**config.mk**
```make
export PLATFORM = sky130hd
export DESIGN_NAME = hv_owt_tx_ctrl
export DESIGN_NICKNAME = d
export VERILOG_FILES = /design/src/rtl/owt_pkg.sv /design/src/rtl/owt_crc8_serial.sv /design/src/rtl/hv_owt_tx_ctrl.sv
export SDC_FILE = /design/constraint.sdc
export NUM_CORES = 1
export LEC_CHECK = 0
export CAP_MARGIN = 20
export CORE_MARGIN = 2
export CORE_UTILIZATION = 40
export CTS_CLUSTER_SIZE = 20
export DETAILED_ROUTE_END_ITERATION = 10
export SYNTH_ARGS = -nofsm -noshare
export SYNTH_HDL_FRONTEND = slang
export SYNTH_SLANG_ARGS = --single-unit
```
**constraint.sdc**
```tcl
create_clock -name i_clk -period 5.35 [get_ports i_clk]
set_input_delay 1.07 -clock i_clk [delete_from_list [all_inputs] [get_ports i_clk]]
set_output_delay 1.07 -clock i_clk [all_outputs]
set_load 0.05 [all_outputs]
```
**src/rtl/owt_pkg.sv**
```systemverilog
// Shared one-wire (OWT) definitions used by the HV transmitter and the LV receiver:
// FSM state encoding, frame constants and the serial CRC8 step.
package owt_pkg;

  localparam int OWT_EXT_CYC_W = 8;
  localparam int OWT_SYNC_W    = 12;
  localparam int OWT_TAIL_W    = 4;
  localparam int OWT_CMD_W     = 8;
  localparam int OWT_DATA_W    = 8;
  localparam int OWT_ADCD_W    = 10;
  localparam int OWT_CRC_W     = 8;

  localparam logic [3:0] OWT_TAIL_PAT   = 4'b1100;
  localparam logic [6:0] OWT_ADC_RD_CMD = 7'h1f;
  localparam logic [7:0] OWT_CRC_POLY   = 8'h07;

  typedef enum logic [2:0] {
    IDLE, SYNC_HEAD, SYNC_TAIL, CMD, ADC_DATA, NML_DATA, CRC, END_TAIL
  } owt_state_e;

  // One bit of CRC8, MSB-first, no reflection.
  function automatic logic [7:0] crc8_step(input logic [7:0] crc, input logic d);
    crc8_step = {crc[6:0], 1'b0} ^ ((crc[7] ^ d) ? OWT_CRC_POLY : 8'h00);
  endfunction

endpackage

```
**src/rtl/owt_crc8_serial.sv**
```systemverilog
// Bit-serial CRC8 accumulator; i_new_calc restarts from the zero seed on the bit it qualifies.
module owt_crc8_serial
  import owt_pkg::*;
(
  input  logic       i_clk,
  input  logic       i_rst,
  input  logic       i_vld,
  input  logic       i_data,
  input  logic       i_new_calc,
  output logic [7:0] o_crc
);

  always_ff @(posedge i_clk) begin
    if (i_rst)      o_crc <= '0;
    else if (i_vld) o_crc <= crc8_step(i_new_calc ? 8'h00 : o_crc, i_data);
  end

endmodule

```
**src/rtl/hv_owt_tx_ctrl.sv**
```systemverilog
// HV-side OWT frame transmitter: Manchester-serialises sync, cmd, data/ADC data, CRC8 and tails.
// Optional OWT_TX_CRC_ERR_INJ_EN adds i_owt_tx_crc_err_inj to flip the transmitted CRC LSB.
module hv_owt_tx_ctrl
  import owt_pkg::*;
#(
  parameter int OWT_EXT_CYC_NUM  = OWT_EXT_CYC_W,
  parameter int OWT_SYNC_BIT_NUM = OWT_SYNC_W,
  parameter int OWT_TAIL_BIT_NUM = OWT_TAIL_W,
  parameter int OWT_CMD_BIT_NUM  = OWT_CMD_W,
  parameter int OWT_DATA_BIT_NUM = OWT_DATA_W,
  parameter int OWT_ADCD_BIT_NUM = OWT_ADCD_W,
  parameter int OWT_CRC_BIT_NUM  = OWT_CRC_W
) (
  input  logic                        i_clk,
  input  logic                        i_rst,
  input  logic                        i_owt_tx_req,
  input  logic [OWT_CMD_BIT_NUM-1:0]  i_owt_tx_cmd,
  input  logic [OWT_DATA_BIT_NUM-1:0] i_owt_tx_data,
  input  logic [OWT_ADCD_BIT_NUM-1:0] i_owt_tx_adcd,
`ifdef OWT_TX_CRC_ERR_INJ_EN
  input  logic                        i_owt_tx_crc_err_inj,
`endif
  output logic                        o_owt_tx_busy,
  output logic                        o_owt_tx_done,
  output logic                        o_hv_lv_owt_tx
);

  localparam int SHW0 = (OWT_CMD_BIT_NUM > OWT_ADCD_BIT_NUM) ? OWT_CMD_BIT_NUM : OWT_ADCD_BIT_NUM;
  localparam int SHW1 = (SHW0 > OWT_CRC_BIT_NUM) ? SHW0 : OWT_CRC_BIT_NUM;
  localparam int SHW  = (SHW1 > OWT_TAIL_BIT_NUM) ? SHW1 : OWT_TAIL_BIT_NUM;
  localparam int HBW  = $clog2(OWT_EXT_CYC_NUM);
  localparam int BCW  = 8;
  localparam logic [HBW-1:0] HB_LAST = HBW'(OWT_EXT_CYC_NUM - 1);

  owt_state_e                  state, state_nxt;
  logic [HBW-1:0]              hb_cnt;
  logic                        half;
  logic [BCW-1:0]              bit_cnt, last_bit;
  logic [SHW-1:0]              sh, sh_load;
  logic [OWT_CMD_BIT_NUM-1:0]  cmd_q;
  logic [OWT_DATA_BIT_NUM-1:0] data_q;
  logic [OWT_ADCD_BIT_NUM-1:0] adcd_q;
  logic                        adc_q, inj_q;
  logic                        accept, manch, sym_end, last_sym, line_c;
  logic                        crc_vld, crc_new;
  logic [7:0]                  crc;

  assign accept = (state == IDLE) && i_owt_tx_req;

`ifdef OWT_TX_CRC_ERR_INJ_EN
  always_ff @(posedge i_clk) begin
    if (i_rst)       inj_q <= 1'b0;
    else if (accept) inj_q <= i_owt_tx_crc_err_inj;
  end
`else
  assign inj_q = 1'b0;
`endif

  // Tail states send one raw symbol per EXT clocks; the rest are two Manchester halves per bit.
  assign manch    = (state == SYNC_HEAD) || (state == CMD) || (state == ADC_DATA) ||
                    (state == NML_DATA)  || (state == CRC);
  assign sym_end  = (hb_cnt == HB_LAST) && (half || !manch);
  assign last_sym = sym_end && (bit_cnt == last_bit);

  always_comb begin
    last_bit = '0;
    case (state)
      SYNC_HEAD:           last_bit = BCW'(OWT_SYNC_BIT_NUM - 1);
      SYNC_TAIL, END_TAIL: last_bit = BCW'(OWT_TAIL_BIT_NUM - 1);
      CMD:                 last_bit = BCW'(OWT_CMD_BIT_NUM - 1);
      ADC_DATA:            last_bit = BCW'(OWT_ADCD_BIT_NUM - 1);
      NML_DATA:            last_bit = BCW'(OWT_DATA_BIT_NUM - 1);
      CRC:                 last_bit = BCW'(OWT_CRC_BIT_NUM - 1);
      default:             last_bit = '0;
    endcase
  end

  always_comb begin
    state_nxt = state;
    case (state)
      IDLE:      if (i_owt_tx_req) state_nxt = SYNC_HEAD;
      SYNC_HEAD: if (last_sym) state_nxt = SYNC_TAIL;
      SYNC_TAIL: if (last_sym) state_nxt = CMD;
      CMD:       if (last_sym) state_nxt = adc_q ? ADC_DATA : NML_DATA;
      ADC_DATA:  if (last_sym) state_nxt = CRC;
      NML_DATA:  if (last_sym) state_nxt = CRC;
      CRC:       if (last_sym) state_nxt = END_TAIL;
      END_TAIL:  if (last_sym) state_nxt = IDLE;
      default:   state_nxt = IDLE;
    endcase
  end

  // Each field is loaded MSB-aligned into one shift register on state entry.
  always_comb begin
    sh_load = '0;
    case (state_nxt)
      SYNC_TAIL, END_TAIL: sh_load = SHW'(OWT_TAIL_PAT) << (SHW - OWT_TAIL_BIT_NUM);
      CMD:                 sh_load = SHW'(cmd_q) << (SHW - OWT_CMD_BIT_NUM);
      ADC_DATA:            sh_load = SHW'(adcd_q) << (SHW - OWT_ADCD_BIT_NUM);
      NML_DATA:            sh_load = SHW'(data_q) << (SHW - OWT_DATA_BIT_NUM);
      CRC:                 sh_load = SHW'({crc[7:1], crc[0] ^ inj_q}) << (SHW - OWT_CRC_BIT_NUM);
      default:             sh_load = '0;
    endcase
  end

  always_comb begin
    line_c = 1'b0;
    case (state)
      IDLE:                line_c = 1'b0;
      SYNC_HEAD:           line_c = ~half;
      SYNC_TAIL, END_TAIL: line_c = sh[SHW-1];
      default:             line_c = ~(sh[SHW-1] ^ half);
    endcase
  end

  // CRC sees each cmd/data bit once, on the first clock of the bit.
  assign crc_vld = ((state == CMD) || (state == ADC_DATA) || (state == NML_DATA)) &&
                   (hb_cnt == '0) && !half;
  assign crc_new = (state == CMD) && (bit_cnt == '0);

  owt_crc8_serial u_crc (
    .i_clk      (i_clk),
    .i_rst      (i_rst),
    .i_vld      (crc_vld),
    .i_data     (sh[SHW-1]),
    .i_new_calc (crc_new),
    .o_crc      (crc)
  );

  always_ff @(posedge i_clk) begin
    if (i_rst) begin
      state          <= IDLE;
      hb_cnt         <= '0;
      half           <= 1'b0;
      bit_cnt        <= '0;
      sh             <= '0;
      cmd_q          <= '0;
      data_q         <= '0;
      adcd_q         <= '0;
      adc_q          <= 1'b0;
      o_owt_tx_busy  <= 1'b0;
      o_owt_tx_done  <= 1'b0;
      o_hv_lv_owt_tx <= 1'b0;
    end else begin
      state          <= state_nxt;
      o_owt_tx_busy  <= (state_nxt != IDLE);
      o_owt_tx_done  <= (state == END_TAIL) && (state_nxt == IDLE);
      o_hv_lv_owt_tx <= line_c;
      if (accept) begin
        cmd_q  <= i_owt_tx_cmd;
        data_q <= i_owt_tx_data;
        adcd_q <= i_owt_tx_adcd;
        adc_q  <= ~i_owt_tx_cmd[OWT_CMD_BIT_NUM-1] && (i_owt_tx_cmd[6:0] == OWT_ADC_RD_CMD);
      end
      if (state_nxt != state) begin
        hb_cnt  <= '0;
        half    <= 1'b0;
        bit_cnt <= '0;
        sh      <= sh_load;
      end else if (state != IDLE) begin
        if (hb_cnt == HB_LAST) begin
          hb_cnt <= '0;
          if (manch) half <= ~half;
          if (sym_end) begin
            bit_cnt <= bit_cnt + 1'b1;
            sh      <= sh << 1;
          end
        end else begin
          hb_cnt <= hb_cnt + 1'b1;
        end
      end
    end
  end

endmodule

```
---- Yosys cells after proc, flatten, opt, wreduce, memory -nomap -nowiden ----
Cells that the tools add are included.
operators by class
  multiplexer cells ....................... 19
  bitwise gates (word level) .............. 6
  $add $sub $neg .......................... 2
  reductions and logical operators ........ 34
  equality and inequality tests ........... 17
operator list
  cell                                                 number
  case mux 10 bit (5 select lines)                     1
  2-to-1 mux 10 bit                                    4
  equality test 3 bit, second input constant           9
  2-to-1 mux 3 bit                                     9
  case mux 3 bit (7 select lines)                      1
  case mux 4 bit (4 select lines)                      1
  equality test 3 x 2 -> 1 bit, second input constant  4
  logical NOT 3 bit                                    3
  AND reduction 3 bit                                  3
  adder 8 x 1 -> 8 bit, second input constant          1
  equality test 8 bit                                  1
  logical AND 1 bit                                    8
  logical NOT 8 bit                                    1
  2-to-1 mux 8 bit                                     1
  OR reduction 2 bit                                   4
  XOR 8 bit                                            1
  equality test 7 x 5 -> 1 bit, second input constant  1
  logical OR 1 bit                                     7
  nonzero test 2 bit                                   3
  nonzero test 3 bit                                   2
  adder 3 x 1 -> 3 bit, second input constant          1
  equality test 3 x 1 -> 1 bit, second input constant  1
  inequality test 3 bit                                1
  inverter 1 bit                                       3
  5 further kinds                                      7
storage, ports and cells
  output and inout port bits .............. 3
  logic and storage cells ................. 91
  register bits after elaboration ......... 63

---- Longest topological paths before layout ----
  depth after elaboration ................. 15
  depth in mapped cells ................... 10
  depth with buffers taken out ............ 9

---- Hierarchy ----
A second synthesis with hierarchy kept.
second synthesis, totals
  cell total of the unflattened synthesis .. 427
  area, all modules ....................... 3430.8 um2
by module, submodules not included
  module           cells each  area an instance (um2)  instances  seq. area each (um2)
  hv_owt_tx_ctrl   386         3045.4                  1          1101.1
  owt_crc8_serial  41          385.4                   1          160.2

---- Worst setup path after synthesis ----
No wires, ideal clock.
  kind .................................... input to register
  from .................................... in i_owt_tx_req
  to ...................................... reg sh[2]
  buffers on the path ..................... 2
  stages .................................. 7
  data arrival time ....................... 2317 ps
  slack ................................... 2963 ps
  cells stage by stage .................... and2_1 > clkbuf_1 > a21oi_1 > clkbuf_1 > o21a_1 > o221ai_1 > a21oi_1
between the ends
  word-level cells in the longest chain between the ends .. 6
ends and longest elaborated chain
  element                                                                     RTL line               text
  from (decl)                                                                 hv_owt_tx_ctrl.sv:16   input logic i_owt_tx_req,
  2-to-1 mux 3 bit *                                                          hv_owt_tx_ctrl.sv:81   IDLE: if (i_owt_tx_req) state_nxt = SYNC_HEAD;
  case mux 3 bit (7 select lines) *                                           hv_owt_tx_ctrl.sv:80   case (state)
  equality test 3 x 2 -> 1 bit / equality test 3 bit (equally long branches)  hv_owt_tx_ctrl.sv:96   case (state_nxt)
  OR reduction 2 bit                                                          hv_owt_tx_ctrl.sv:96
  case mux 10 bit (5 select lines)                                            hv_owt_tx_ctrl.sv:96
  2-to-1 mux 10 bit                                                           hv_owt_tx_ctrl.sv:155  if (state_nxt != state) begin
  to (signal assigned)                                                        hv_owt_tx_ctrl.sv:159  sh <= sh_load;
  to (signal assigned)                                                        hv_owt_tx_ctrl.sv:166  sh <= sh << 1;
  to (decl)                                                                   hv_owt_tx_ctrl.sv:39   logic [SHW-1:0] sh, sh_load;
Mark *: on every way between the ends. The rest lies on a longest branch, timed or not.
A chain may end at the register's enable or synchronous reset.

---- Worst setup path after layout ----
  from .................................... in i_owt_tx_req
  to ...................................... reg sh[8]
The elaborated chain is that of the path after synthesis.

==> results.yml <==
run_status:
  status: "completed"
timing:
  skew_ps: 6.32
  setup_viol_count_final: 0
  drv_slew: 0
  finalSetupTns_ps: 0
  slew_headroom: 0.290
  hold_viol: 0
  rsz0062_at_grt: "false"
  fmax_mhz: 271
  fin_crit_ps: 3680
  worst_pin_slew_ps: 1060
  min_period_over_period: 0.689
  hold_ws_ps: 452
final_layout:
  antenna_cells: 0
  fin_area_um2: 3650
  fillers: 761
  area_growth_pct: 18.0
  nets: 431
  final_common_cell: "nand2_1"
  layoutNonFillerInstCount: 504
  final_cell_mix: "nand2_1, dfxtp_1, a21oi_1, nor2_1, clkdlybuf4s50_1"
  drive_gt1_frac: 0.0846
floorplanning:
  die-area_um2: 8450
  pin_count: 32
  coreArea_um2: 7610
  die-width_um: 92.0
  rows: 32
  die_h_um: 92.0
  start_util: 0.407
drt:
  vias: 2679
  wl_um: 7070
  via_per_inst: 5.32
  wl_per_cell_um: 14.0
  drc_errors: 0
  firstDrtPassIters: 4
  ant_nets: 0
  drtIter0Drc: 146
synthesis:
  ys_seq_elements: 63
  syn_area_per_cell_um2: 8.21
  synthesis.area_um2: 3090
  ys.flop_type: "dfxtp_1"
  postSynthCellCount: 377
  synthesis.nets: 411
  async_flop_share: 0
  yosysWarningCount: 0
  synth_edf_count: 0
  seq_area_frac_synth: 0.408
  yosysUniqueCellTypes: 54
clock_network:
  numCtsBuffers: 9
  cts.sinks: 63
  ctsResizeCount: 0
  ctsHtreeMaxLevel: 3
  cts_tree: "done"
  clk_latency_ps: 350
  cts_buffer_depth: 2
  clockRootBuffer: "clkbuf_8"
  post_cts_buffers: 0
  hold_buffers: 0
  path_clk_slew_ps: 70
worst_setup_path:
  crit_family: "compound AO/OA/AOI/OAI gates"
  timing.rr.start: "state[1]$_SDFF_PP0_"
  reg2reg_depth: 6
  crit_arrival_ps: 3970
  required_ps: 5640
  slowest_stage: "a21oi_1"
  r2r_slack_ps: 1850
  critPathCaptureType: "flip-flop"
  critical-path-max-stage-delay_ps: 950
  critPathMaxFanout: 27
  crit_type: "primary input to flip-flop"
  cp_num_buf_inv: 1
  cp-start-kind: "primary input"
  cp_cell_sequence: "clkdlybuf4s50_1 > and2_1 > a21oi_1 > nand2_1 > a21oi_1 > a31o_1"
  r2r-end: "sh[8]$_SDFFE_PP0P_"
  cpMostUsedCell: "a21oi_1"
power_and_ir_drop:
  p_int_uw: 821
  p_per_area_nw_per_um2: 294
  pwr-share-seq: 0.465
  peakVddDrop_uv: 148
  clkPwrFrac: 0.437
  p_total_uw: 1070
  leakagePower_uw: 0.00130
  p_sw_uw: 251
  sw_frac_of_total: 0.234
  combPwrFrac: 0.098
placed_design:
  place_inst: 488
  hpwl_um: 4720
  gp_congestion: 0.827
  place_area_um2: 3430
  portBuffers: 31
grt:
  grt_overflow: 0
  grt_max_degree: 47
  grt_pass1_vias: 2371
  gr-usage-all-layers: 0.173
  grt_pass1_wl_um: 11500
  antenna_found_initial: 0
run:
  drv_cap: 0
worst_hold_path:
  hp-start: "adcd_q[5]$_SDFFE_PP0P_"
  whs_path_depth: 2
  hp-class: "flip-flop to flip-flop"
  hold_end: "adcd_q[5]$_SDFFE_PP0P_"
tightest hold or removal path, stage by stage, from the launching register on:
cell and delay [ps]:
dfxtp_1 310, nand2_1 50, a21oi_1 50
registers in the layout, summed over array words and instances, names as in the netlist:
name            cells
sh                 10
state               3
adc_q               1
o_hv_lv_owt_tx      1
data_q              8
cmd_q               8
o_owt_tx_done       1
hb_cnt              3
adcd_q             10
bit_cnt             8
half                1
o_owt_tx_busy       1
u_crc.o_crc         8
metal layers:
metal,share of wire,routed length [um],vias up,GRT usage
met2,0.46,3270,56,0.269
met4,0.015,108,0,0.0759
met5,0,0,-,0
met1,0.48,3420,1255,0.230
met3,0.039,276,10,0.0403
li1,-,-,1358,-
power by group through the flow:
| stage | Combinational, uW | Sequential (uW) | Clock, uW |
|---|---|---|---|
| global placement | 104 | 510 | 0 |
| detailed placement | 105 | 510 | 0 |
| global route | 118 | 502 | 500 |
| floorplan | 66.1 | 509 | 0 |
| CTS | 105 | 499 | 481 |
| finish | 105 | 499 | 468 |
area by class of cell:
| class | count | area [um^2] | area share |
|---|---|---|---|
| Inverter | 7 | 26.3 | 0.00719 |
| Tap cell | 102 | 128 | 0.0349 |
| Clock buffer | 13 | 159 | 0.0435 |
| Sequential cell | 63 | 1260 | 0.345 |
| Clock inverter | 3 | 65.1 | 0.0178 |
| Multi-Input combinational cell | 283 | 1690 | 0.462 |
| Timing Repair Buffer | 33 | 325 | 0.0891 |
kinds of logic (layout without fill, tap and decap cells):
logic type / Yosys count / in the layout / share of synthesized area
AND/OR/NAND/NOR: 152 / 152 / 0.238
AO/OA/AOI/OAI: 102 / 102 / 0.212
flip-flops: 63 / 63 / 0.408
buffers and inverters: 31 / 56 / 0.0469
XOR/XNOR: 12 / 12 / 0.0340
multiplexers: 12 / 12 / 0.0412
adder cells (fa/ha/maj): 5 / 5 / 0.0202
worst max-delay path by stage:
| stage | start | endpoint | slack, ps | cells past startpoint |
|---|---|---|---|---|
| 6_report | i_owt_tx_req | sh[8]$_SDFFE_PP0P_ | 1670 | 6 |
| 5_1_grt | i_owt_tx_req | sh[8]$_SDFFE_PP0P_ | 1370 | 6 |
| 4_1_cts | i_owt_tx_req | sh[8]$_SDFFE_PP0P_ | 1680 | 6 |
| 3_5_place_dp | i_owt_tx_req | sh[8]$_SDFFE_PP0P_ | 1340 | 6 |
| 3_3_place_gp | i_owt_tx_req | sh[8]$_SDFFE_PP0P_ | 1450 | 6 |
| 2_1_floorplan | i_owt_tx_req | sh[2]$_SDFFE_PP0P_ | 2960 | 7 |
cell usage after synthesis (3+ instances only):
cell | n | area (um^2)
inv_1 | 7 | 26.3
or3_1 | 3 | 18.8
mux2_2 | 6 | 67.6
o221ai_1 | 6 | 52.6
clkbuf_1 | 15 | 56.3
xor2_1 | 9 | 78.8
nand2b_1 | 3 | 18.8
nand3_1 | 5 | 25.0
a21oi_1 | 53 | 265
a22oi_1 | 11 | 82.6
o21ai_0 | 7 | 35.0
buf_2 | 5 | 25.0
nor3_1 | 5 | 25.0
xnor2_1 | 3 | 26.3
nor2_1 | 34 | 128
mux2i_1 | 6 | 60.1
dfxtp_1 | 63 | 1260
nor2b_1 | 4 | 25.0
nand4_1 | 4 | 25.0
nand2_1 | 75 | 282
o21a_1 | 7 | 52.6
nand3b_1 | 3 | 22.5
ha_1 | 5 | 62.6
stage by stage:
step,setup WS (ps),utilization
2_1_floorplan,2960,-
3_3_place_gp,1450,0.451
3_5_place_dp,1340,0.451
4_1_cts,1680,0.480
5_1_grt,1370,0.480
6_report,1670,0.480
Power figures use the tool's default switching activity.
